**src/rtl/packet_assembler_pkg.sv**
```systemverilog
// Shared types and helpers for the packet assembler: FSM state encoding and
// the ceil-divide used to size the piece shift register.
package packet_assembler_pkg;

   typedef enum logic {
      COLLECT = 1'b0,
      DONE    = 1'b1
   } state_t;

   function automatic int ceil_div(input int num, input int den);
      return (num + den - 1) / den;
   endfunction

endpackage

```
**src/rtl/packet_assembler_shreg.sv**
```systemverilog
// Piece shift register: each enabled cycle shifts the new piece into the low
// end while older pieces move up one slot.
module packet_assembler_shreg
   import packet_assembler_pkg::*;
#(
   parameter int nbits_in = 8,
   parameter int num_regs = 2
) (
   input  logic                         clk,
   input  logic                         reset,
   input  logic                         en,
   input  logic [nbits_in-1:0]          in,
   output logic [num_regs*nbits_in-1:0] out
);

   generate
      if (num_regs == 1) begin : g_single
         always_ff @(posedge clk or posedge reset) begin
            if (reset)   out <= '0;
            else if (en) out <= in;
         end
      end else begin : g_shift
         // NOTE: the data register is reset too, because the assembled output
         // must read as zero straight out of reset, not just be marked invalid.
         always_ff @(posedge clk or posedge reset) begin
            if (reset)   out <= '0;
            else if (en) out <= {out[num_regs*nbits_in-nbits_in-1:0], in};
         end
      end
   endgenerate

endmodule

```
**src/rtl/packet_assembler.sv**
```systemverilog
// Assembles num_regs narrow pieces (first piece most significant) into one
// wide packet. Optional macro PACKET_ASSEMBLER_FLOWTHRU_EN lets a new packet
// start in the same cycle the finished one is taken.
module packet_assembler
   import packet_assembler_pkg::*;
#(
   parameter int nbits_in  = 8,
   parameter int nbits_out = 16
) (
   input  logic                 clk,
   input  logic                 reset,
   input  logic                 req_val,
   output logic                 req_rdy,
   input  logic [nbits_in-1:0]  req_msg,
   output logic                 resp_val,
   input  logic                 resp_rdy,
   output logic [nbits_out-1:0] resp_msg
);

   localparam int num_regs = ceil_div(nbits_out, nbits_in);
   localparam int cnt_bits = (num_regs > 1) ? $clog2(num_regs) : 1;

   typedef logic [cnt_bits:0] cnt_t;
   localparam cnt_t last_cnt = cnt_t'(num_regs - 1);

   state_t state, state_nx;
   cnt_t   cnt, cnt_nx;
   logic   accept;
   logic [num_regs*nbits_in-1:0] shreg_out;
   logic   unused_hi;

   assign accept = req_val & req_rdy;

   // NOTE: state registers use non-blocking assignments so every flop samples
   // the pre-edge value of its neighbours.
   always_ff @(posedge clk or posedge reset) begin
      if (reset) begin
         state <= COLLECT;
         cnt   <= '0;
      end else begin
         state <= state_nx;
         cnt   <= cnt_nx;
      end
   end

   // NOTE: every output of this block gets a default first, so no path
   // through the case leaves a signal unassigned and infers a latch.
   always_comb begin
      state_nx = state;
      cnt_nx   = cnt;
      req_rdy  = 1'b0;
      resp_val = 1'b0;
      case (state)
         COLLECT: begin
            req_rdy = 1'b1;
            if (req_val) begin
               if (cnt == last_cnt) begin
                  cnt_nx   = '0;
                  state_nx = DONE;
               end else begin
                  cnt_nx = cnt + 1'b1;
               end
            end
         end
         DONE: begin
            resp_val = 1'b1;
`ifdef PACKET_ASSEMBLER_FLOWTHRU_EN
            req_rdy = resp_rdy;
            if (resp_rdy) begin
               // A piece taken here is the first piece of the next packet.
               if (req_val && num_regs > 1) begin
                  cnt_nx   = cnt_t'(1);
                  state_nx = COLLECT;
               end else if (req_val) begin
                  cnt_nx   = '0;
                  state_nx = DONE;
               end else begin
                  state_nx = COLLECT;
               end
            end
`else
            if (resp_rdy) state_nx = COLLECT;
`endif
         end
         default: state_nx = COLLECT;
      endcase
   end

   packet_assembler_shreg #(
      .nbits_in (nbits_in),
      .num_regs (num_regs)
   ) u_shreg (
      .clk   (clk),
      .reset (reset),
      .en    (accept),
      .in    (req_msg),
      .out   (shreg_out)
   );

   // Bits of the first piece above nbits_out are shifted in but never seen.
   assign resp_msg  = shreg_out[nbits_out-1:0];
   assign unused_hi = ^shreg_out;

endmodule

```
**config.mk**
```make
export PLATFORM = sky130hd
export DESIGN_NAME = packet_assembler
export DESIGN_NICKNAME = d
export VERILOG_FILES = /design/src/rtl/packet_assembler_pkg.sv /design/src/rtl/packet_assembler_shreg.sv /design/src/rtl/packet_assembler.sv
export SDC_FILE = /design/constraint.sdc
export NUM_CORES = 1
export LEC_CHECK = 0
export CAP_MARGIN = 20
export CORE_MARGIN = 5
export CORE_UTILIZATION = 40
export DETAILED_ROUTE_END_ITERATION = 8
export GPL_TIMING_DRIVEN = 0
export PLACE_DENSITY = 0.77
export SKIP_CTS_REPAIR_TIMING = 1
export SLEW_MARGIN = 20
export SYNTH_ARGS = -nofsm -noshare
export SYNTH_HDL_FRONTEND = slang
export SYNTH_SLANG_ARGS = --single-unit
```
**constraint.sdc**
```tcl
create_clock -name clk -period 1.4 [get_ports clk]
set_clock_uncertainty 0.05 [all_clocks]
set_input_delay 0.14 -clock clk [delete_from_list [all_inputs] [get_ports clk]]
set_output_delay 0.14 -clock clk [all_outputs]
set_load 0.05 [all_outputs]
```
==> metrics.cfg <==
[outcome]
status = completed

[route]
postRouteAntennaNets = 0
wl_mm = 1.45
drtPass1Iterations = 2
avgViaCountPerCell = 4.51
drtIter0Drc = 1
vias = 483
drc = 0
wl_per_cell_um = 13.6

[clocking]
cts_max_level = 1
clk_path_buf_depth = 2
clock_sinks = 19
cts.root.buffer_cell = clkbuf_4
clk_latency_ns = 0.30
path_clk_slew_ns = 0.12
cts_tree = done
cts_buffers = 3

[global_route]
antenna_found_initial = 0
track_usage_pct = 11.2
grt.overflow.total = 0
grt_start_max_net_pins = 20
grt_pass1_vias = 523
grt_pass1_wl_mm = 2.27

[worst_setup_path]
cp-start-kind = register
worstSetupPathType = register to register
rrSetupSlack_ns = 0.05
cp.arrival_ns = 1.49
required_ns = 1.54
r2r_cells = 4
cp_max_fo = 10
critPathCaptureType = register

[place]
portBuffers = 29
place.gp.congestion = 0.687

[die]
io_pins = 30
die_w_um = 53.3
num_rows = 15
dieArea_um2 = 2840
core_area_um2 = 1750
initial_utilization_pct = 42.9
die_y_um = 53.3

[sta]
tns_ns = 0
hold_viol = 0
fin_crit_sh_pct = 96.5
whs_ns = 0.174
tightest_slew_ns = 0.679
rsz0062_at_grt = false
relSlewSlack_pct = 54.7
slew_viol_final = 0
period_needed_ns = 1.35
fmax_ghz = 0.740
finalSetupViolations = 0

[synthesis]
ys_seq_area_share_pct = 63.4
ys_ff_latch = 19
yosysWarnings = 0
syn_area_um2 = 749
yosysUniqueCellTypes = 9
syn_nets = 56
syn-instance-count = 44
syn_avg_cell_area_um2 = 17.0

[cells_and_area]
utilization_pct = 67.7
drive_above_1_share_pct = 35.4
area_delta_synth_final_pct = 57.6
fin_nets = 95
antenna_cells = 0

[flow_run]
max-cap-violations = 0

[min_path]
hold_class = input port to async pin

-- critical path, cell delays in order, from the launching register on --
cell and delay, ns:
dfrtp_2 0.43, nor2b_1 0.14, buf_6 0.16, buf_8 0.16, mux2_4 0.30
-- sequential cells by signal, summed over array words and instances (netlist names) --
name and count:
u_shreg.out 16, cnt 2, state 1
-- path summary, 6_finish.rpt --
path	startpoint	end
worst max register to register	state	u_shreg.out[13]
worst min register to register	cnt[0]	cnt[0]
worst min-delay path	reset	u_shreg.out[14]
worst max-delay path	state	u_shreg.out[13]
min in group clk	resp_rdy	state
max in group asynchronous	reset	state
-- cell families (layout without fill, tap and decap cells) --
family                    Yosys count  count (layout)  share of synthesized area (%)
and+or+nand+nor                     2               2                           1.67
muxes                              16              16                           27.5
buffers and inverters               4              42                           4.01
AOI/OAI and AO/OA                   2               2                           2.17
DFF                                19              19                           63.4
xor gates and xnor gates            1               1                           1.17
-- synth_stat cells --
cell type / number / area [um2]
xor2_1: 1 / 8.76
dfrtp_1: 19 / 475
mux2_2: 9 / 101
nor2b_1: 2 / 12.5
a21boi_0: 1 / 7.51
mux2_4: 7 / 105
inv_1: 2 / 7.51
buf_6: 2 / 22.5
o2bb2ai_1: 1 / 8.76
-- layer usage --
layer | GRT usage, % | share of wire, % | vias up
met4 | 5.11 | 0.28 | 0
met2 | 18.2 | 49 | 19
met3 | 3.66 | 8.9 | 2
li1 | - | - | 226
met5 | 0 | 0 | -
met1 | 13.3 | 42 | 236
-- final cells by class --
cell class / instances / area (um2)
Fill cell: 142 / 564
Multi-Input combinational cell: 21 / 244
Timing Repair Buffer: 34 / 365
Tap cell: 25 / 31.3
Buffer: 2 / 26.3
Clock buffer: 3 / 22.5
Sequential cell: 19 / 477
Clock inverter: 1 / 7.51
Inverter: 2 / 7.51
-- stage by stage --
stage          setup slack (ns)  area, um2  std cells
4_1_cts                  -0.397       1110        102
5_1_grt                 0.00119       1180        107
3_5_place_dp             -0.177       1080         98
6_report                 0.0490       1180        107
2_1_floorplan           -0.0297        754         44
3_3_place_gp             -0.164       1080         98
-- layout by cell type, fill, tap and decap left out, drive strengths merged --
| cell | n |
|---|---|
| nor2b | 2 |
| inv | 2 |
| mux2 | 16 |
| xor2 | 1 |
| buf | 7 |
| dlymetal6s2s | 17 |
| clkinvlp | 1 |
| a21boi | 1 |
| o2bb2ai | 1 |
| clkbuf | 4 |
| clkdlybuf4s50 | 11 |
| dfrtp | 19 |
Power is left out: the tool's default activity adds up to more than one toggle a clock period on the data nets, which glitch-free logic cannot reach.
